**config.mk**
```make
export PLATFORM = sky130hd
export DESIGN_NAME = tms1x00_core
export DESIGN_NICKNAME = d
export VERILOG_FILES = /design/src/rtl/tms1x00_pkg.sv /design/src/rtl/tms1x00_alu.sv /design/src/rtl/tms1x00_core.sv
export SDC_FILE = /design/constraint.sdc
export NUM_CORES = 1
export LEC_CHECK = 0
export ABC_AREA = 1
export CORE_MARGIN = 2
export CORE_UTILIZATION = 35
export CTS_CLUSTER_SIZE = 12
export DETAILED_ROUTE_END_ITERATION = 12
export PLACE_DENSITY = 0.52
export SLEW_MARGIN = 20
export SYNTH_ARGS = -nofsm -noshare
export SYNTH_HDL_FRONTEND = slang
export SYNTH_SLANG_ARGS = --single-unit
```
**constraint.sdc**
```tcl
create_clock -name clk -period 8.3 [get_ports clk]
set_input_delay 2.49 -clock clk [delete_from_list [all_inputs] [get_ports clk]]
set_output_delay 2.49 -clock clk [all_outputs]
set_load 0.1 [all_outputs]
```
**src/rtl/tms1x00_pkg.sv**
```systemverilog
// rtl/tms1x00_pkg.sv - shared types, opcode constants and PC sequencing for the TMS1x00 core
// Contents: phase_t (FETCH/EXEC), O-PLA/R widths, fixed opcode constants,
// pc_next() which yields the successor program counter.
// Optional build macro: TMS1X00_LFSR_PC_EN selects the original feedback PC sequence.
package tms1x00_pkg;

  typedef enum logic {
    FETCH = 1'b0,
    EXEC  = 1'b1
  } phase_t;

  localparam int O_PLA_W = 8;
  localparam int R_W     = 16;

  // Single-code opcodes; ranged groups (LDP, LDX, SBIT.., TCY, YNEC, TCMIY,
  // AC1AAC, BR, CALL) are matched by bit pattern in the decoder.
  localparam logic [7:0] OP_MNEA   = 8'h00;
  localparam logic [7:0] OP_ALEM   = 8'h01;
  localparam logic [7:0] OP_YNEA   = 8'h02;
  localparam logic [7:0] OP_XMA    = 8'h03;
  localparam logic [7:0] OP_DYN    = 8'h04;
  localparam logic [7:0] OP_IYC    = 8'h05;
  localparam logic [7:0] OP_AMAAC  = 8'h06;
  localparam logic [7:0] OP_DMAN   = 8'h07;
  localparam logic [7:0] OP_TKA    = 8'h08;
  localparam logic [7:0] OP_COMX   = 8'h09;
  localparam logic [7:0] OP_TDO    = 8'h0A;
  localparam logic [7:0] OP_COMC   = 8'h0B;
  localparam logic [7:0] OP_RSTR   = 8'h0C;
  localparam logic [7:0] OP_SETR   = 8'h0D;
  localparam logic [7:0] OP_KNEZ   = 8'h0E;
  localparam logic [7:0] OP_RETN   = 8'h0F;
  localparam logic [7:0] OP_TAY    = 8'h20;
  localparam logic [7:0] OP_TMA    = 8'h21;
  localparam logic [7:0] OP_TMY    = 8'h22;
  localparam logic [7:0] OP_TYA    = 8'h23;
  localparam logic [7:0] OP_TAMDYN = 8'h24;
  localparam logic [7:0] OP_TAMIYC = 8'h25;
  localparam logic [7:0] OP_TAMZA  = 8'h26;
  localparam logic [7:0] OP_TAM    = 8'h27;
  localparam logic [7:0] OP_SAMAN  = 8'h3C;
  localparam logic [7:0] OP_CPAIZ  = 8'h3D;
  localparam logic [7:0] OP_IMAC   = 8'h3E;
  localparam logic [7:0] OP_MNEZ   = 8'h3F;
  localparam logic [7:0] OP_CLA    = 8'h7F;

  function automatic logic [5:0] pc_next(input logic [5:0] pc);
`ifdef TMS1X00_LFSR_PC_EN
    logic fb;
    if (pc == 6'h3F)      fb = 1'b0;
    else if (pc == 6'h1F) fb = 1'b1;
    else                  fb = ~(pc[5] ^ pc[4]);
    return {pc[4:0], fb};
`else
    return pc + 6'd1;
`endif
  endfunction

endpackage

```
**src/rtl/tms1x00_alu.sv**
```systemverilog
// rtl/tms1x00_alu.sv - 4-bit adder/comparator for the TMS1x00 core
// Ports: a, b (4-bit operands), cin (carry in);
//        result = a+b+cin [3:0], carry = bit 4 of that sum, ne = (a != b).
// Subtraction is performed by the caller as a + ~b + 1 (carry = no borrow).
module tms1x00_alu (
  input  logic [3:0] a,
  input  logic [3:0] b,
  input  logic       cin,
  output logic [3:0] result,
  output logic       carry,
  output logic       ne
);

  logic [4:0] sum;

  assign sum    = {1'b0, a} + {1'b0, b} + {4'b0000, cin};
  assign result = sum[3:0];
  assign carry  = sum[4];
  assign ne     = (a != b);

endmodule

```
**src/rtl/tms1x00_core.sv**
```systemverilog
// rtl/tms1x00_core.sv - TMS1100-class 4-bit microcontroller core (two clks per instruction)
// Ports: clk, reset_n (async active-low), chip_sel_i (run enable), K_in[3:0],
//        O_out[7:0], R_out[15:0], rom_addr[10:0] = {CA,PA,PC}, rom_value_raw[7:0]
//        (valid one clk after rom_addr changes), chip_sel_o (chip_sel_i delayed),
//        wb_override/wb_step (debug single-step), status_d, X_d[2:0].
// Build option: TMS1X00_LFSR_PC_EN (feedback PC sequence, see tms1x00_pkg).
module tms1x00_core
  import tms1x00_pkg::*;
#(
  parameter int RAM_WORDS = 128
) (
  input  logic                clk,
  input  logic                reset_n,
  input  logic                chip_sel_i,
  input  logic [3:0]          K_in,
  output logic [O_PLA_W-1:0]  O_out,
  output logic [R_W-1:0]      R_out,
  output logic [10:0]         rom_addr,
  input  logic [7:0]          rom_value_raw,
  output logic                chip_sel_o,
  input  logic                wb_override,
  input  logic                wb_step,
  output logic                status_d,
  output logic [2:0]          X_d
);

  phase_t phase, phase_n;
  logic [3:0] a_r, a_n, y_r, y_n, pb_r, pb_n, pa_r, pa_n;
  logic [2:0] x_r, x_n;
  logic [5:0] pc_r, pc_n, sr_r, sr_n, pc_inc;
  logic st_r, st_n, sl_r, sl_n, ca_r, ca_n, cb_r, cb_n, cs_r, cs_n, cl_r, cl_n;
  logic [O_PLA_W-1:0] o_n;
  logic [R_W-1:0] r_n;
  logic wb_step_q, step_latch, exec_done;
  logic [3:0] ram [RAM_WORDS];
  logic [3:0] m, ram_wd, alu_a, alu_b, alu_res, mask;
  logic ram_we, alu_cin, alu_carry, alu_ne;
  logic [7:0] op;

  assign op        = rom_value_raw;
  assign m         = ram[{x_r, y_r}];
  assign mask      = 4'b0001 << op[1:0];
  assign pc_inc    = pc_next(pc_r);
  assign exec_done = (phase == EXEC) && chip_sel_i;
  assign rom_addr  = {ca_r, pa_r, pc_r};
  assign status_d  = st_r;
  assign X_d       = x_r;

  tms1x00_alu u_alu (
    .a      (alu_a),
    .b      (alu_b),
    .cin    (alu_cin),
    .result (alu_res),
    .carry  (alu_carry),
    .ne     (alu_ne)
  );

  always_ff @(posedge clk or negedge reset_n) begin
    if (!reset_n) phase <= FETCH;
    else          phase <= phase_n;
  end

  // In debug mode a fetch only proceeds once a wb_step edge has been seen.
  always_comb begin
    phase_n = phase;
    case (phase)
      FETCH: if (chip_sel_i && (!wb_override || step_latch)) phase_n = EXEC;
      EXEC:  if (chip_sel_i) phase_n = FETCH;
      default: phase_n = FETCH;
    endcase
  end

  // ALU operand routing; subtracts use a + ~b + 1 so carry means "no borrow".
  always_comb begin
    alu_a = m; alu_b = a_r; alu_cin = 1'b0;
    casez (op)
      OP_ALEM, OP_SAMAN:            begin alu_a = m;     alu_b = ~a_r;   alu_cin = 1'b1; end
      OP_YNEA:                      begin alu_a = y_r;   alu_b = a_r;    end
      OP_DYN, OP_TAMDYN:            begin alu_a = y_r;   alu_b = 4'hF;   end
      OP_IYC, OP_TAMIYC:            begin alu_a = y_r;   alu_b = 4'h0;   alu_cin = 1'b1; end
      OP_AMAAC:                     begin alu_a = a_r;   alu_b = m;      end
      OP_DMAN:                      begin alu_a = m;     alu_b = 4'hF;   end
      OP_KNEZ:                      begin alu_a = K_in;  alu_b = 4'h0;   end
      OP_CPAIZ:                     begin alu_a = ~a_r;  alu_b = 4'h0;   alu_cin = 1'b1; end
      OP_IMAC:                      begin alu_a = m;     alu_b = 4'h0;   alu_cin = 1'b1; end
      OP_MNEZ:                      begin alu_a = m;     alu_b = 4'h0;   end
      8'b0101_????:                 begin alu_a = y_r;   alu_b = op[3:0]; end
      8'b0110_????:                 begin alu_a = y_r;   alu_b = 4'h0;   alu_cin = 1'b1; end
      8'b0111_????:                 begin alu_a = a_r;   alu_b = op[3:0]; alu_cin = 1'b1; end
      default: ;
    endcase
  end

  always_comb begin
    a_n = a_r; y_n = y_r; x_n = x_r; st_n = 1'b1; sl_n = sl_r;
    pc_n = pc_inc; pa_n = pa_r; pb_n = pb_r; ca_n = ca_r; cb_n = cb_r;
    cs_n = cs_r; sr_n = sr_r; cl_n = cl_r; o_n = O_out; r_n = R_out;
    ram_we = 1'b0; ram_wd = a_r;
    casez (op)
      OP_MNEA, OP_YNEA:                 begin st_n = alu_ne; sl_n = alu_ne; end
      OP_ALEM:                          st_n = alu_carry;
      OP_XMA:                           begin a_n = m; ram_we = 1'b1; end
      OP_DYN, OP_IYC:                   begin y_n = alu_res; st_n = alu_carry; end
      OP_AMAAC, OP_DMAN, OP_SAMAN,
      OP_CPAIZ, OP_IMAC:                begin a_n = alu_res; st_n = alu_carry; end
      OP_TKA:                           a_n = K_in;
      OP_COMX:                          x_n = ~x_r;
      OP_TDO:                           o_n = {{(O_PLA_W-5){1'b0}}, sl_r, a_r};
      OP_COMC:                          cb_n = ~cb_r;
      OP_RSTR:                          r_n[y_r] = 1'b0;
      OP_SETR:                          r_n[y_r] = 1'b1;
      OP_KNEZ, OP_MNEZ:                 st_n = alu_ne;
      OP_RETN:                          begin pc_n = sr_r; pa_n = pb_r; ca_n = cs_r; cl_n = 1'b0; end
      8'b0001_????:                     pb_n = op[3:0];
      OP_TAY:                           y_n = a_r;
      OP_TMA:                           a_n = m;
      OP_TMY:                           y_n = m;
      OP_TYA:                           a_n = y_r;
      OP_TAMDYN, OP_TAMIYC:             begin ram_we = 1'b1; y_n = alu_res; st_n = alu_carry; end
      OP_TAMZA:                         begin ram_we = 1'b1; a_n = 4'h0; end
      OP_TAM:                           ram_we = 1'b1;
      8'b0010_1???:                     x_n = op[2:0];
      8'b0011_00??:                     begin ram_we = 1'b1; ram_wd = m | mask; end
      8'b0011_01??:                     begin ram_we = 1'b1; ram_wd = m & ~mask; end
      8'b0011_10??:                     st_n = m[op[1:0]];
      8'b0100_????:                     y_n = op[3:0];
      8'b0101_????:                     begin st_n = alu_ne; sl_n = alu_ne; end
      8'b0110_????:                     begin ram_we = 1'b1; ram_wd = op[3:0]; y_n = alu_res; end
      OP_CLA:                           a_n = 4'h0;
      8'b0111_????:                     begin a_n = alu_res; st_n = alu_carry; end
      8'b10??_????: if (st_r) begin
        pc_n = op[5:0]; pa_n = pb_r; ca_n = cb_r;
      end
      8'b11??_????: if (st_r) begin
        pc_n = op[5:0]; pa_n = pb_r; ca_n = cb_r;
        // First-level call saves the return point; a nested call is a plain branch.
        if (!cl_r) begin
          sr_n = pc_inc; cs_n = ca_r; pb_n = pa_r; cl_n = 1'b1;
        end
      end
      default: ;
    endcase
  end

  always_ff @(posedge clk or negedge reset_n) begin
    if (!reset_n) begin
      a_r <= '0; y_r <= '0; x_r <= '0; st_r <= 1'b1; sl_r <= 1'b0;
      pc_r <= '0; pa_r <= '0; pb_r <= '0; ca_r <= 1'b0; cb_r <= 1'b0;
      cs_r <= 1'b0; sr_r <= '0; cl_r <= 1'b0; O_out <= '0; R_out <= '0;
      chip_sel_o <= 1'b0; wb_step_q <= 1'b0; step_latch <= 1'b0;
    end else begin
      chip_sel_o <= chip_sel_i;
      wb_step_q  <= wb_step;
      step_latch <= (wb_step && !wb_step_q) || (step_latch && !exec_done);
      if (exec_done) begin
        a_r <= a_n; y_r <= y_n; x_r <= x_n; st_r <= st_n; sl_r <= sl_n;
        pc_r <= pc_n; pa_r <= pa_n; pb_r <= pb_n; ca_r <= ca_n; cb_r <= cb_n;
        cs_r <= cs_n; sr_r <= sr_n; cl_r <= cl_n; O_out <= o_n; R_out <= r_n;
      end
    end
  end

  // Data RAM has no reset; the write uses the pre-instruction {X,Y} address.
  always_ff @(posedge clk) begin
    if (exec_done && ram_we) ram[{x_r, y_r}] <= ram_wd;
  end

endmodule

```
==> flow_results.org <==
** Timing
- Final-layout setup total negative slack :: 0 ns
- Slew of the pin with the lowest slew margin :: 1.08 ns
- Hold timing on the final database bottoms out at a slack of ~0.45 ns.
- Setup violations remaining at the end of the flow were counted as 0.
- Measured against its own limit, the worst slew margin works out to approximately 28%.
- Setup repair after global routing left no endpoint under its margin.
- Clock skew on the completed layout was measured at ~0.038 ns.
- In the finished design, the share of the clock period the worst path needs comes to approximately four fifths.
- In the post-route analysis, the smallest setup slack over all paths is between 1.5 and 2 ns.
- Count of pins over their slew limit :: 0
- For this run, the top clock speed supported by timing is 0.153 GHz.
- Post-layout minimum cycle time :: roughly 6.5 ns
- Fin. Hold Viols :: 0

** Floorplanning
- Row generation in the floorplan step produced about 100 rows.
- The floorplan step defined a die boundary enclosing about 0.074 mm2.
- The die is around 270 um wide.
- Die Y :: between 200 and 300 um
- For this design the top-level I/O count stands at 57.
- For this configuration, the core starts out at a cell density of about a third.
- In this run the standard cell core region covers between 0.07 and 0.08 mm2.

** Critical path
- In this run the worst path has a maximum fanout of 8.
- The worst setup path is captured at a register.
- Traced cell by cell, the critical path runs through clkdlybuf4s50_1 -> inv_1 -> nand2_1 -> nor2_1 -> inv_1 -> nor2_1 -> inv_1 -> nand3_1 -> a211oi_1 -> o22ai_1 -> a221oi_1 -> o21ai_0 -> fa_1 -> fa_1 -> xor2_1 -> a21oi_1 -> o211ai_1 -> o21ai_0 -> inv_1.
- Sort of element at the start of the critical path :: input pin
- Slack of the worst reg-to-reg path :: around 2.8 ns
- Slowest cell on the critical path :: sky130_fd_sc_hd__clkdlybuf4s50_1
- In this design, the critical path's most frequently occurring cell is sky130_fd_sc_hd__inv_1.
- Data required time at the worst endpoint :: ~9 ns
- On the critical path the largest part of the delay comes from compound AO/OA/AOI/OAI gates.
- Data arrival time of the critical path :: between 7 and 8 ns
- For this run, the slowest stage of the critical path takes between 0.7 and 0.8 ns.
- Together, buffers and inverters on the worst path number 5.
- The critical path is of the input pin to register type.

** Logic synthesis
- Of all flip-flops after synthesis, the portion carrying an async set or reset was between 10% and 20%.
- Synthesis inferred ~570 register bits.
- Synth top area cells :: sky130_fd_sc_hd__edfxtp_1 (61%), sky130_fd_sc_hd__nand2_1 (17%), sky130_fd_sc_hd__dfrtp_1 (6.1%)
- Syn Inst Count :: 2,525
- Most instantiated flip-flop cell in the synthesis netlist :: sky130_fd_sc_hd__edfxtp_1
- Unique cell type count in the Yosys netlist :: 40
- Cell type with the highest aggregate area in the netlist :: sky130_fd_sc_hd__edfxtp_1
- Averaged over all synthesized cells, the footprint is roughly 10 um2.
- Counting flops with a built-in enable in the synthesized netlist gives slightly above 500.
- Summing every instance area after synthesis gives between 0.02 and 0.03 mm2.
- Number of warning messages in the yosys log :: 0
- Yosys top cell area share :: 61.3%
- For this run, the register share of the synthesized area comes to about 68%.

** Cells and area
- Nets@finish :: between 2k and 3k
- Share of cells above drive strength 1 :: 5.01%
- Post-route cell area :: 0.0286 mm2
- Commonest non-fill, non-tap cell in the layout :: sky130_fd_sc_hd__nand2_1
- Diodes inserted :: 0
- Most used cells in the layout excluding fill and tap cells :: sky130_fd_sc_hd__nand2_1 (1,123), sky130_fd_sc_hd__edfxtp_1 (512), sky130_fd_sc_hd__nor2_1 (289), sky130_fd_sc_hd__inv_1 (90), sky130_fd_sc_hd__nand3_1 (67)
- Post-synthesis to final-layout area growth :: 14.0%

** Clock tree
- For the worst-skew pair, the clock arrives at the later sink with an insertion delay of 0.64 ns.
- The root buffer cell chosen for the clock tree is sky130_fd_sc_hd__clkbuf_16.
- Sink count of the clock tree :: 574
- In this run, CTS created clock tree buffers numbering 61.
- After clock tree synthesis, the clock-pin slew on the worst setup and hold paths is ~0.060 ns.
- After clock tree synthesis, the setup repair step added 0 buffers.
- Buffers inserted to repair hold after CTS numbered 0.
- The clock passes through at most 3 buffers.
- TritonCTS clock tree :: yes
- After clock tree synthesis, the repair step resized 0 gates.
- The H-tree was split into 2 levels.

** Global route
- Initial antenna violation count :: 0
- Vias in the first global route :: around 18k
- The first global-routing pass estimated between 100 and 150 mm of wire.
- Entering global routing, the biggest net connects ~130 pins.
- After global routing the overflow that remains totals 0.
- Global Route Usage Sum :: a little under a fifth

** Placement
- Placed inst area :: roughly 0.027 mm2
- Placed wire-length estimate after detailed placement :: 43.6 mm
- Weighted congestion reported at the end of routability-driven placement :: between 0.8 and 0.9
- At the placement stage, the worst setup path has a slack of 1.26 ns.
- Quantity of I/O buffers inserted on ports :: 53

** Pwr
- Cell-internal power :: 0.00589 W
- Register share of total power :: 38.1%
- After layout, the design draws a total of 0.00991 W.
- In this run the power density over the cells is approximately 350 mW/mm2.
- P_leak :: around 11 nW
- Relative contribution of the clock network to total power :: ~26%
- Of the total power, combinational logic draws about 36%.
- Switching fraction of total power :: around two fifths
- Maximum VDD drop :: roughly 0.00023 V
- Total net switching power :: 0.00402 W

** Drt
- Residual DRC count :: 0
- Dividing the detail-routed wire length by the instance count gives slightly below 20 um.
- Using the TritonRoute via totals, the vias-per-cell ratio works out to around 5.
- Number of DRC violations after detailed-routing iteration 0 :: between 1k and 1.5k
- Remaining antenna violation count :: 0
- Pre-Repair DR Iteration Count :: 6
- The final route contains between 15k and 20k vias.
- Summed over all layers, the routed wires come to between 70 and 80 mm.

** Worst hold path
- The min-delay analysis places its worst path in the category register to register.

** Job
- Across the run, the number of max-cap violations was 0.

** Run status
- Outcome :: completed
[synthesized netlist by cell type, types with 4 or more instances]
cell,number
sky130_fd_sc_hd__buf_2,53
sky130_fd_sc_hd__a221oi_1,4
sky130_fd_sc_hd__a211oi_1,8
sky130_fd_sc_hd__nor3_1,25
sky130_fd_sc_hd__nor4_1,4
sky130_fd_sc_hd__nand2_1,1123
sky130_fd_sc_hd__o22ai_1,6
sky130_fd_sc_hd__dfrtp_1,61
sky130_fd_sc_hd__edfxtp_1,512
sky130_fd_sc_hd__nand4_1,29
sky130_fd_sc_hd__o211ai_1,6
sky130_fd_sc_hd__inv_1,92
sky130_fd_sc_hd__o21a_1,16
sky130_fd_sc_hd__clkinv_1,4
sky130_fd_sc_hd__buf_4,5
sky130_fd_sc_hd__a22oi_1,8
sky130_fd_sc_hd__a31oi_1,6
sky130_fd_sc_hd__nor2_1,295
sky130_fd_sc_hd__nand2_2,4
sky130_fd_sc_hd__ha_1,5
sky130_fd_sc_hd__o21ai_0,47
sky130_fd_sc_hd__a21oi_1,60
sky130_fd_sc_hd__xor2_1,7
sky130_fd_sc_hd__o21ai_1,8
sky130_fd_sc_hd__nand3_1,67
sky130_fd_sc_hd__clkbuf_1,47
[area by class of cell]
type / instances / area [um2]
Timing Repair Buffer: 84 / 833
Inverter: 98 / 369
Multi-Input combinational cell: 1749 / 7410
Clock inverter: 30 / 250
Fill cell: 6917 / 42700
Tap cell: 950 / 1190
Sequential cell: 574 / 16900
Clock buffer: 80 / 1600
[power by group through the flow]
stage | Combinational [W] | Clock [W] | Sequential, W
2_1_floorplan | 0.00206 | 0 | 0.00408
3_5_place_dp | 0.00360 | 0 | 0.00383
4_1_cts | 0.00361 | 0.00262 | 0.00377
5_1_grt | 0.00396 | 0.00273 | 0.00379
3_3_place_gp | 0.00361 | 0 | 0.00383
6_report | 0.00357 | 0.00256 | 0.00378
[path summary, 6_finish.rpt]
kind,startpoint,endpoint,depth (start not counted)
min reg2reg,wb_step_q,step_latch,1
max reg2reg,y_r[0],a_r[2],24
max in group asynchronous,reset_n,y_r[0],2
min in group asynchronous,reset_n,O_out[3],2
min,wb_step_q,step_latch,1
max,rom_value_raw[3],a_r[2],19
[flip-flops by register name, indices dropped and copies added, names as in the netlist, named ones only]
register,cells
O_out,5
X_d,3
a_r,4
ca_r,1
cb_r,1
chip_sel_o,1
cl_r,1
cs_r,1
pa_r,4
pb_r,4
pc_r,6
phase,1
ram,512
sl_r,1
sr_r,6
status_d,1
step_latch,1
wb_step_q,1
y_r,4
[cell families after synthesis]
kind of cell | after synthesis | synth area share, %
adders and majority gates | 7 | 0.409
muxes | 1 | 0.0449
AOI/OAI and AO/OA | 179 | 4.21
DFF | 574 | 67.5
buffers and inverters | 204 | 3.39
other | 1 | 0.0150
xor gates and xnor gates | 7 | 0.245
and+or+nand+nor | 1552 | 24.2
[per-layer routing]
layer / share of wire, % / global-route usage, %
met1: 44 / 25.6
met2: 48 / 32.4
met3: 5.8 / 2.66
met4: 2.5 / 5.52
met5: 0 / 0
[per-stage QoR]
stage / util (%) / std cells
floorplan: - / 2527
global placement: 37.5 / 3455
detailed placement: 37.5 / 3455
CTS: 40.1 / 3565
global route: 40.1 / 3565
finish: 40.1 / 3565
(Power assumes the default switching activity.)
